### config.mk
export PLATFORM = sky130hd
export DESIGN_NAME = unsat_clause_buffer
export DESIGN_NICKNAME = d
export VERILOG_FILES = /design/src/rtl/unsat_clause_buffer.sv
export SDC_FILE = /design/constraint.sdc
export NUM_CORES = 1
export LEC_CHECK = 0
export ABC_AREA = 0
export BUFFER_PORTS_ARGS = -buffer_cell sky130_fd_sc_hd__buf_2
export CAP_MARGIN = 20
export CORE_ASPECT_RATIO = 1.25
export CORE_MARGIN = 1
export CORE_UTILIZATION = 45
export CTS_CLUSTER_SIZE = 25
export DETAILED_ROUTE_END_ITERATION = 8
export GPL_TIMING_DRIVEN = 0
export SLEW_MARGIN = 20
export SYNTH_ARGS = -nofsm -noshare
export SYNTH_HDL_FRONTEND = slang
export SYNTH_SLANG_ARGS = --single-unit
### constraint.sdc
create_clock -name clk -period 3.8 [get_ports clk]
set_clock_uncertainty 0.05 [all_clocks]
set_input_delay 0.19 -clock clk [delete_from_list [all_inputs] [get_ports clk]]
set_output_delay 0.19 -clock clk [all_outputs]
set_load 0.02 [all_outputs]
### src/rtl/unsat_clause_buffer.sv
// Unsat clause buffer: gathers unsatisfied clause indices from the evaluator during a pass
// and hands back a uniformly chosen one per selection request.
module unsat_clause_buffer #(
  parameter int          CLAUSE_W = 12,
  parameter int          IDX_W    = 6,
  parameter logic [15:0] SEED     = 16'hACE1
) (
  input  logic                clk,
  input  logic                rst,
  input  logic                clear_i,
  input  logic                eval_valid_i,
  input  logic                eval_unsat_i,
  input  logic [CLAUSE_W-1:0] eval_clause_i,
  input  logic                gather_done_i,
  input  logic                sel_req_i,
  output logic                sel_valid_o,
  output logic [CLAUSE_W-1:0] sel_clause_o,
  output logic [IDX_W:0]      unsat_count_o,
  output logic                all_sat_o,
  output logic                overflow_o,
  output logic                ready_o
);

  localparam int          MAX_UNSAT = 2**IDX_W;
  localparam logic [IDX_W:0] CNT_MAX = (IDX_W+1)'(MAX_UNSAT);
  localparam logic [15:0] LFSR_TAPS = 16'hB400;
  localparam logic [15:0] SEED_EFF  = (SEED == 16'h0000) ? 16'h0001 : SEED;

  typedef enum logic [2:0] {IDLE, GATHER, READY, PICK, READ} state_t;

  state_t              state;
  logic [15:0]         lfsr;
  logic [IDX_W:0]      count;
  logic [IDX_W-1:0]    sel_idx_p1;
  logic [CLAUSE_W-1:0] mem [MAX_UNSAT];
  logic                store_hit;
  logic                room;

  function automatic logic [15:0] lfsr_step(input logic [15:0] s);
    return s[0] ? ((s >> 1) ^ LFSR_TAPS) : (s >> 1);
  endfunction

  // Scales a uniform IDX_W-bit random value into [0, n): floor(r * n / 2**IDX_W).
  function automatic logic [IDX_W-1:0] scale_idx(input logic [IDX_W-1:0] r,
                                                 input logic [IDX_W:0]   n);
    logic [2*IDX_W:0] prod;
    prod = {{(IDX_W+1){1'b0}}, r} * {{IDX_W{1'b0}}, n};
    return prod[2*IDX_W-1:IDX_W];
  endfunction

  assign unsat_count_o = count;
  assign room          = (count < CNT_MAX);
  assign store_hit     = (state == GATHER) && !clear_i && eval_valid_i && eval_unsat_i;

  always_ff @(posedge clk or negedge rst) begin
    if (!rst) lfsr <= SEED_EFF;
    else      lfsr <= lfsr_step(lfsr);
  end

  always_ff @(posedge clk) begin
    if (store_hit && room) mem[count[IDX_W-1:0]] <= eval_clause_i;
  end

  always_ff @(posedge clk or negedge rst) begin
    if (!rst) begin
      state        <= IDLE;
      count        <= '0;
      sel_idx_p1   <= '0;
      sel_valid_o  <= 1'b0;
      sel_clause_o <= '0;
      all_sat_o    <= 1'b0;
      overflow_o   <= 1'b0;
      ready_o      <= 1'b0;
    end else begin
      sel_valid_o <= 1'b0;
      if (clear_i) begin
        state      <= GATHER;
        count      <= '0;
        overflow_o <= 1'b0;
        all_sat_o  <= 1'b0;
        ready_o    <= 1'b0;
      end else begin
        case (state)
          IDLE: ;
          GATHER: begin
            if (store_hit) begin
              if (room) count      <= count + 1'b1;
              else      overflow_o <= 1'b1;
            end
            // An evaluation arriving with gather_done still counts toward all_sat.
            if (gather_done_i) begin
              state     <= READY;
              ready_o   <= 1'b1;
              all_sat_o <= (count == '0) && !store_hit;
            end
          end
          READY: begin
            if (sel_req_i && (count != '0)) begin
              state   <= PICK;
              ready_o <= 1'b0;
            end
          end
          // stage p1: random index registered from the free-running LFSR
          PICK: begin
            sel_idx_p1 <= scale_idx(lfsr[IDX_W-1:0], count);
            state      <= READ;
          end
          // stage p2: buffer read, one-cycle valid pulse
          READ: begin
            sel_clause_o <= mem[sel_idx_p1];
            sel_valid_o  <= 1'b1;
            state        <= READY;
            ready_o      <= 1'b1;
          end
          default: state <= IDLE;
        endcase
      end
    end
  end

endmodule

; ---- After elaboration in Yosys (flattened, before gate mapping)
; Memories as Yosys holds them, arrays and structs flattened. A register that Yosys moved wholly into a read port is not among the register bits.
; Index checks and enable logic that the tools add are counted.
[totals]
reg_bits = 36
ramBits = 768
output_inout_bits = 23
elab_cells = 70
n_memories = 1
[memory_table]
columns = name, words, word_bits, rd, rd_clocked_by_memory_dff, write_ports, line
row1 = mem, 64, 12, 1, 1, 1, 35  ; logic [CLAUSE_W-1:0] mem [MAX_UNSAT];
[op_classes]
addsub = 1
mul = 1
magnitude_cmp = 1
n_eq_ne = 8
muxes = 24
n_bitwise = 2
reduce_logical = 24
[ops]
columns = op, n
row1 = 7-bit two-way mux, 4
row2 = 16-bit two-way mux, 1
row3 = 3-bit case mux with 5 select lines, 1
row4 = 1-bit two-way mux, 14
row5 = 6-bit by 7-bit multiplier with 12-bit output, 1
row6 = 3-bit AND reduction, 4
row7 = 3-bit two-way mux, 3
row8 = 2-bit nonzero test, 4
row9 = "7-bit by 1-bit adder with 7-bit output, second input constant", 1
row10 = 7-bit zero test, 1
row11 = "7-bit less-than comparator, second input constant", 1
row12 = 7-bit nonzero test, 1
row13 = "3-bit by 2-bit == test with 1-bit output, second input constant", 2
row14 = 1-bit logical AND, 6
row15 = "3-bit inequality test, second input constant", 2
row16 = 2-bit AND reduction, 3
row17 = "2-bit inequality test, second input constant", 2
row18 = 3-bit NOT with 4-bit output, 1
row19 = 4-bit nonzero test, 1
row20 = "3-bit by 1-bit == test with 1-bit output, second input constant", 1
row21 = "3-bit == test, second input constant", 1
row22 = 1-bit zero test, 3
row23 = 3-bit zero test, 1
row24 = 1-bit case mux with 3 select lines, 1
row25 = 1-bit NOT, 1

; ---- Logic depth before layout (Yosys ltp)
; Gate-level depths: netlist (run 1).
[depth]
word_depth = 9
ltp_mapped = 15
mapped_depth_nobuf = 13

; ---- Worst setup path after synthesis (run 1)
; No wires, ideal clock.
[synth_timing]
path_kind = reg2reg
startpoint = register count[2], in the netlist unsat_count_o[2]
endpoint = register sel_idx_p1[5]
setup_ns = 0.069
arrival_ns = 3.946
required_ns = 3.681
slack_ns = -0.265
path_stages_with_launch = 15
cell_sequence = dfrtp_1 > clkbuf_1 > clkbuf_1 > and2_1 > fa_1 > fa_1 > inv_1 > fa_1 > inv_1 > ha_1 > nand3_1 > or3_1 > a21o_1 > a211o_1 > nand3_1
[synth_between]
elab_chain_cells = 1
[synth_lines]
columns = item, line
row1 = from (decl), 33  ; logic [IDX_W:0] count;
row2 = from (signal assigned), 87  ; if (room) count <= count + 1'b1;
row3 = 6-bit by 7-bit multiplier with 12-bit output, 47  ; prod = {{(IDX_W+1){1'b0}}, r} * {{IDX_W{1'b0}}, n};
row4 = to (signal assigned), 105  ; sel_idx_p1 <= scale_idx(lfsr[IDX_W-1:0], count);
row5 = to (decl), 34  ; logic [IDX_W-1:0] sel_idx_p1;
; No other way between the ends.
; A chain may end at the register's enable or synchronous reset.

; ---- Final worst setup path (run 1)
[layout_timing]
startpoint = register count[4], in the netlist unsat_count_o[4]
endpoint = register sel_idx_p1[5]
; Same word-level chain as after synthesis.

==> metrics.md, run 1 <==
| Metric | Value |
|---|---|
| Outcome | finished, violations left |
| Failing checks | negative setup slack |
| Unrepaired setup endpoints after global routing | yes |
| Most frequent cells in the layout | edfxtp_1 (768), mux4_2 (127), mux2i_1 (85) |
| Setup TNS Final | -0.0174 ns |
| Vias/cell | 5.80 |
| Num CTS Buffers | 80 |
| Maxcap violations | 0 |
| Cells after Synth | 1728 |
| Ys async rst share | 5.88% |
| Post-synthesis mux area share | 13.0% |
| Hold crit path type | input pin to register |
| Iteration count of the initial detailed-routing pass | 5 |
| Final WL | 81800 um |
| CP arrival | 4.27 ns |
| Cell Rows | 110 |
| Share of cells above drive strength 1 | 25.9% |
| DP HPWL | 52900 um |
| Slew margin rel. | 25.1% |
| GR Util All Layers | 22.4% |
| CP Class | register to register |
| PD cells | 488 nW/um2 |
| Die Y | 304 um |
| Worst hold slack | 0.0394 ns |
| Simple-Gate Fraction of Synth Area | 4.90% |
| Final Hold Fails | 0 |
| P&R area growth vs syn | 13.6% |
| Crit-path max FO | 3 |
| Die W | 244 um |
| Minimum clock period after layout | 3.82 ns |
| Gp weighted congestion | 0.867 |
| Ports | 42 |
| Synth Flop Type | edfxtp_1 |
| Post-DR wirelength/cell | 28.3 um |
| Post-synthesis cell type count | 60 |
| Clock Path Buffers | 3 |
| Most common library cell in the layout ignoring fill and taps | edfxtp_1 |
| End-of-flow core utilization | 51.8% |
| Flops & latches, synth | 816 |
| Worst setup margin | -0.0174 ns |
| Vias in the first global route | 17.3k |
| Sink Count | 816 |
| Crit path capture type | register |
| Avg Cell Area, Syn | 19.0 um2 |
| Uppermost routed layer | met4 |
| Met3 routed WL | 4310 um |
| Largest net degree at the start of global routing | 65 |
| Non-Filler Instances | 2892 |
| Post-synthesis compound-gate area fraction | 3.59% |
| DRT iter0 DRCs | 1652 |
| CTS clock-pin slew for the worst setup and hold paths | 0.06 ns |
| CTS H-tree depth | 3 |
| Root buf cell | clkbuf_16 |
| Period utilisation layout | 100% |
| Setup violators final | 1 |
| Post-layout net count | 1931 |
| Xor and xnor area share after synthesis | 0.373% |
| FF-to-FF path depth | 14 |
| Met2 Wirelength | 41000 um |
| Inst Count DP | 2726 |
| Slew @ Worst Pin | 1.12 ns |
| Seq/Total Area, Yosys | 73.8% |
| EDFF count, synth | 768 |
| # DRC | 0 |
| # diodes | 0 |
| Gr ovfl total | 0 |
| Slew Viols, Final | 0 |
| F_max | 0.262 GHz |
| Main combinational cell family by area after synthesis | multiplexers |
| Max VDD drop | 0.000322 V |
| CP startpoint kind | register |
| Post-Synth Adder-Cell Area | 1.88% |
| Die Area | 74200 um2 |
| Post-synth net total | 1785 |
| Leak Pwr | 11.8 nW |
| First-pass GRT wire length | 119000 um |
| Detail Route Antenna Nets | 0 |
| Initial core utilization | 45.6% |
| Core Area | 72100 um2 |
| IO buf count | 41 |
| Worst-Skew Late Latency | 0.63 ns |
| TritonCTS clock tree | built |
| Met1 WL | 34000 um |
| Via Count | 16.8k |
| Worst hold path depth | 6 |
| Worst EP required | 4.26 ns |
| Synth Cell Area | 32900 um2 |
| Synth warnings | 0 |
| Antenna violations before repair | 0 |
[flip-flops by register name (all words and copies together) (netlist names)]
register and flops:
all_sat_o 1, lfsr 16, mem 768, overflow_o 1, ready_o 1, sel_clause_o 12, sel_idx_p1 6, sel_valid_o 1
state 3, unsat_count_o 7
[logic make-up (layout without fill, tap and decap cells)]
family | count (synthesis) | after routing
AO/OA/AOI/OAI | 159 | 159
XOR/XNOR | 14 | 14
adder cells (fa/ha/maj) | 38 | 38
buffers and inverters | 121 | 333
flip-flops | 816 | 816
multiplexers | 254 | 254
AND/OR/NAND/NOR | 326 | 326
[power breakdown]
group	internal (W)	leakage (nW)	switching (W)	total, W
Sequential	0.00989	7.51	0.0000656	0.00995
Combinational	0.000115	3.01	0.000332	0.000447
Clock	0.00443	1.25	0.00340	0.00784
Total	0.0144	11.8	0.00380	0.0182
[area by class of cell]
class / count / area (um2)
Clock inverter: 45 / 432
Sequential cell: 816 / 24300
Timing Repair Buffer: 70 / 480
Buffer: 87 / 696
Clock buffer: 103 / 2140
Fill cell: 5838 / 34700
Multi-Input combinational cell: 791 / 8060
Inverter: 28 / 105
Tap cell: 952 / 1190
[through the flow]
| step | area, um2 | worst slack, ns | total power [W] |
|---|---|---|---|
| floorplan | 32900 | 0.0225 | 0.0103 |
| global placement | 34300 | -0.252 | 0.0106 |
| detailed placement | 34500 | -0.293 | 0.0106 |
| CTS | 37300 | 0.00179 | 0.0183 |
| global route | 37400 | -0.177 | 0.0187 |
| finish | 37400 | -0.0174 | 0.0182 |
[routing by layer]
| layer | vias to the layer above | global-route usage [%] |
|---|---|---|
| met5 | - | 0 |
| met2 | 513 | 37.2 |
| met1 | 8894 | 29.7 |
| met3 | 133 | 3.79 |
| met4 | 0 | 8.08 |
| li1 | 7221 | - |
[final timing paths]
path | start | slack, ns | to
max in group asynchronous | rst | 3.12 | unsat_count_o[4]$_DFFE_PN0P_
setup reg to reg | unsat_count_o[4]$_DFFE_PN0P_ | -0.02 | sel_idx_p1[5]$_DFFE_PN0P_
setup / recovery | unsat_count_o[4]$_DFFE_PN0P_ | -0.02 | sel_idx_p1[5]$_DFFE_PN0P_
hold reg to reg | lfsr[9]$_DFF_PN0_ | 0.30 | lfsr[8]$_DFF_PN0_
hold / removal | eval_unsat_i | 0.04 | unsat_count_o[5]$_DFFE_PN0P_
min in group asynchronous | rst | 0.09 | lfsr[2]$_DFF_PN0_
[timing repair]
action	CTS	global route
pin swaps	4	11
hold buffers	6	0
setup buffers	10	8
setup endpoints to repair	5	48
gates resized for setup	11	17
endpoints found under the hold margin	58	0
[synthesized netlist by cell type (3+ instances only)]
cell type | number | area, um2
o21ai_0 | 22 | 110
nor4_1 | 20 | 125
a211oi_1 | 22 | 165
mux4_2 | 127 | 2860
clkbuf_1 | 24 | 90.1
nand2_1 | 75 | 282
nand3_1 | 14 | 70.1
a22o_1 | 12 | 105
fa_1 | 19 | 380
o22ai_1 | 35 | 219
inv_1 | 28 | 105
buf_4 | 16 | 120
and2_1 | 33 | 206
buf_1 | 4 | 15.0
nand2b_1 | 6 | 37.5
dfrtp_1 | 40 | 1000
a2111oi_1 | 14 | 140
or2_2 | 3 | 18.8
nor2b_1 | 28 | 175
or3_1 | 5 | 31.3
nor2_1 | 118 | 443
a22oi_1 | 12 | 90.1
a2111oi_0 | 16 | 140
buf_6 | 23 | 259
edfxtp_1 | 768 | 23100
a31oi_1 | 3 | 18.8
xor2_1 | 9 | 78.8
a211o_1 | 3 | 26.3
xnor2_1 | 5 | 43.8
dfstp_2 | 8 | 210
nor4_2 | 5 | 62.6
a21oi_1 | 8 | 40.0
buf_2 | 18 | 90.1
mux2_1 | 9 | 101
ha_1 | 19 | 238
nand4_1 | 6 | 37.5
a2111oi_2 | 4 | 60.1
buf_8 | 5 | 75.1
mux2i_1 | 85 | 851
mux4_1 | 7 | 184
mux2_2 | 26 | 293
[critical path, stage by stage, from the launching register on]
cell and delay (ns):
dfrtp_2 0.42, buf_6 0.12, and2_4 0.14, fa_1 0.48, inv_2 0.04, fa_1 0.48
fa_1 0.55, inv_2 0.05, ha_4 0.27, nand4_1 0.14, or3_4 0.43, a21o_1 0.20
buf_4 0.13, nand4_1 0.10, nand3_2 0.09
(Power assumes the default switching activity.)
==> inputs of run 2 (changes only) <==
- CTS_BUF_LIST: default -> sky130_fd_sc_hd__clkbuf_8 sky130_fd_sc_hd__clkbuf_16
- PLACE_DENSITY_LB_ADDON: default -> 0.25
==> run 2 against run 1 <==
Compared with the run above: the run now ends clean; power fell by 0.10%; count of clock-buffer cells in the layout is 21 lower; combinational power up 3%; global-route usage down 0.30 points; core utilization about the same; first-iteration DRC count fell by 4.4%; sequential share of layout area barely moved; worst setup slack better by 0.097 ns; largest cell class unchanged; largest power group unchanged.
==> metrics.md, run 2 (same netlist as run 1, synthesis figures left out) <==
| Metric | Value |
|---|---|
| Outcome | completed |
| Largest net degree at the start of global routing | 65 |
| Minimum clock period after layout | 3.72 ns |
| Sink Count | 816 |
| Clock Path Buffers | 3 |
| Ports | 42 |
| PD cells | 487 nW/um2 |
| Crit-path max FO | 5 |
| F_max | 0.269 GHz |
| CTS H-tree depth | 3 |
| Slew @ Worst Pin | 1.19 ns |
| CP startpoint kind | register |
| Die W | 244 um |
| Post-layout net count | 1928 |
| Worst hold path depth | 6 |
| GR Util All Layers | 22.1% |
| Max VDD drop | 0.000296 V |
| Most frequent cells in the layout | edfxtp_1 (768), mux4_2 (127), mux2i_1 (85) |
| # diodes | 0 |
| CP arrival | 4.23 ns |
| Root buf cell | clkbuf_16 |
| Internal reg-to-reg setup slack | 0.08 ns |
| Slew margin rel. | 20.5% |
| Cell area after placement | 34500 um2 |
| Worst hold slack | 0.0406 ns |
| Gp weighted congestion | 0.872 |
| Antenna violations before repair | 2 |
| Die Area | 74200 um2 |
| CP Class | register to register |
| FF-to-FF path depth | 11 |
| Leak Pwr | 11.8 nW |
| Worst min-delay path endpoint | unsat_count_o[5]$_DFFE_PN0P_ |
| Gr ovfl total | 0 |
| Crit path capture type | register |
| Hold wc startpoint | eval_unsat_i |
| TritonCTS clock tree | built |
| CTS clock-pin slew for the worst setup and hold paths | 0.06 ns |
| IO buf count | 41 |
| Final WL | 81100 um |
| Origin of the critical flop-to-flop path | lfsr[5]$_DFF_PN1_ |
| Num CTS Buffers | 80 |
| Slew Viols, Final | 0 |
| DRT iter0 DRCs | 1580 |
| Max reg flops | 768 |
| Initial core utilization | 45.6% |
| DP HPWL | 52200 um |
| Via Count | 16.9k |
| Core Area | 72100 um2 |
| Setup TNS Final | 0 ns |
| Detail Route Antenna Nets | 0 |
| Iteration count of the initial detailed-routing pass | 5 |
| Share of cells above drive strength 1 | 25.6% |
| First-pass GRT wire length | 118000 um |
| Worst EP required | 4.31 ns |
| P&R area growth vs syn | 13.6% |
| # DRC | 0 |
| Final Hold Fails | 0 |
| End-of-flow core utilization | 51.8% |
| Maxcap violations | 0 |
| Unrepaired setup endpoints after global routing | yes |
| Period utilisation layout | 97.9% |
| Vias/cell | 5.86 |
| Worst-Skew Late Latency | 0.63 ns |
| Most common library cell in the layout ignoring fill and taps | edfxtp_1 |
| Setup violators final | 0 |
| Hold crit path type | input pin to register |
| Worst r2r dst | sel_idx_p1[5]$_DFFE_PN0P_ |
| Cell Rows | 110 |
| Die Y | 304 um |
| Vias in the first global route | 17.3k |
| Design area | 37400 um2 |
| Post-DR wirelength/cell | 28.1 um |
run 2: per-stage QoR:
step / setup WS (ns) / instances / power [W]
floorplan: 0.0225 / 1728 / 0.0103
global placement: -0.258 / 2721 / 0.0106
detailed placement: -0.246 / 2730 / 0.0106
CTS: 0.00198 / 2882 / 0.0183
global route: -0.0468 / 2886 / 0.0187
finish: 0.0793 / 2886 / 0.0182
run 2: critical path: stages, from the launching register on:
cell and delay, ns:
dfstp_2 0.59, nand2_2 0.07, fa_1 0.56, fa_1 0.45, fa_1 0.54, inv_2 0.05
ha_4 0.26, nand4_1 0.14, or3_4 0.44, a21o_1 0.18, a211o_1 0.26, nand3_1 0.06
run 2: area by class of cell:
type,instances,area (um2)
inverter,28,105
buffer,87,707
fill,5748,34700
timing repair buffer,67,464
clock buffer,82,2030
multi-input combinational,791,8030
clock inverter,63,567
sequential,816,24300
tap,952,1190
run 2: routing by layer:
| metal | wire length, um | track usage [%] |
|---|---|---|
| met1 | 33400 | 30.1 |
| met3 | 5450 | 3.82 |
| met4 | 1580 | 5.92 |
| met2 | 40700 | 36.8 |
| met5 | 0 | 0 |
run 2: worst max path at each step:
stage                                             from                   endpoint  slack [ns]
after floorplan           unsat_count_o[5]$_DFFE_PN0P_  sel_idx_p1[5]$_DFFE_PN0P_        0.02
after global placement    unsat_count_o[3]$_DFFE_PN0P_  sel_idx_p1[5]$_DFFE_PN0P_       -0.26
after detailed placement  unsat_count_o[3]$_DFFE_PN0P_  sel_idx_p1[5]$_DFFE_PN0P_       -0.25
after CTS                 unsat_count_o[0]$_DFFE_PN0P_  sel_idx_p1[5]$_DFFE_PN0P_       0.002
after global routing                 lfsr[5]$_DFF_PN1_  sel_idx_p1[5]$_DFFE_PN0P_       -0.05
final                                lfsr[5]$_DFF_PN1_  sel_idx_p1[5]$_DFFE_PN0P_        0.08
run 2: repair_timing:
action	CTS	global route
pin swaps	2	12
resized for setup	9	22
endpoints found under the hold margin	58	0
hold buffers	6	0
endpoints found under the setup margin	5	24
setup buffers	6	5
run 2: power by group:
group | internal [W] | leakage [nW] | total (W) | switching (W)
sequential | 0.00989 | 7.51 | 0.00994 | 0.0000557
clock | 0.00440 | 1.33 | 0.00781 | 0.00341
combinational | 0.000118 | 3.00 | 0.000461 | 0.000343
total | 0.0144 | 11.8 | 0.0182 | 0.00381
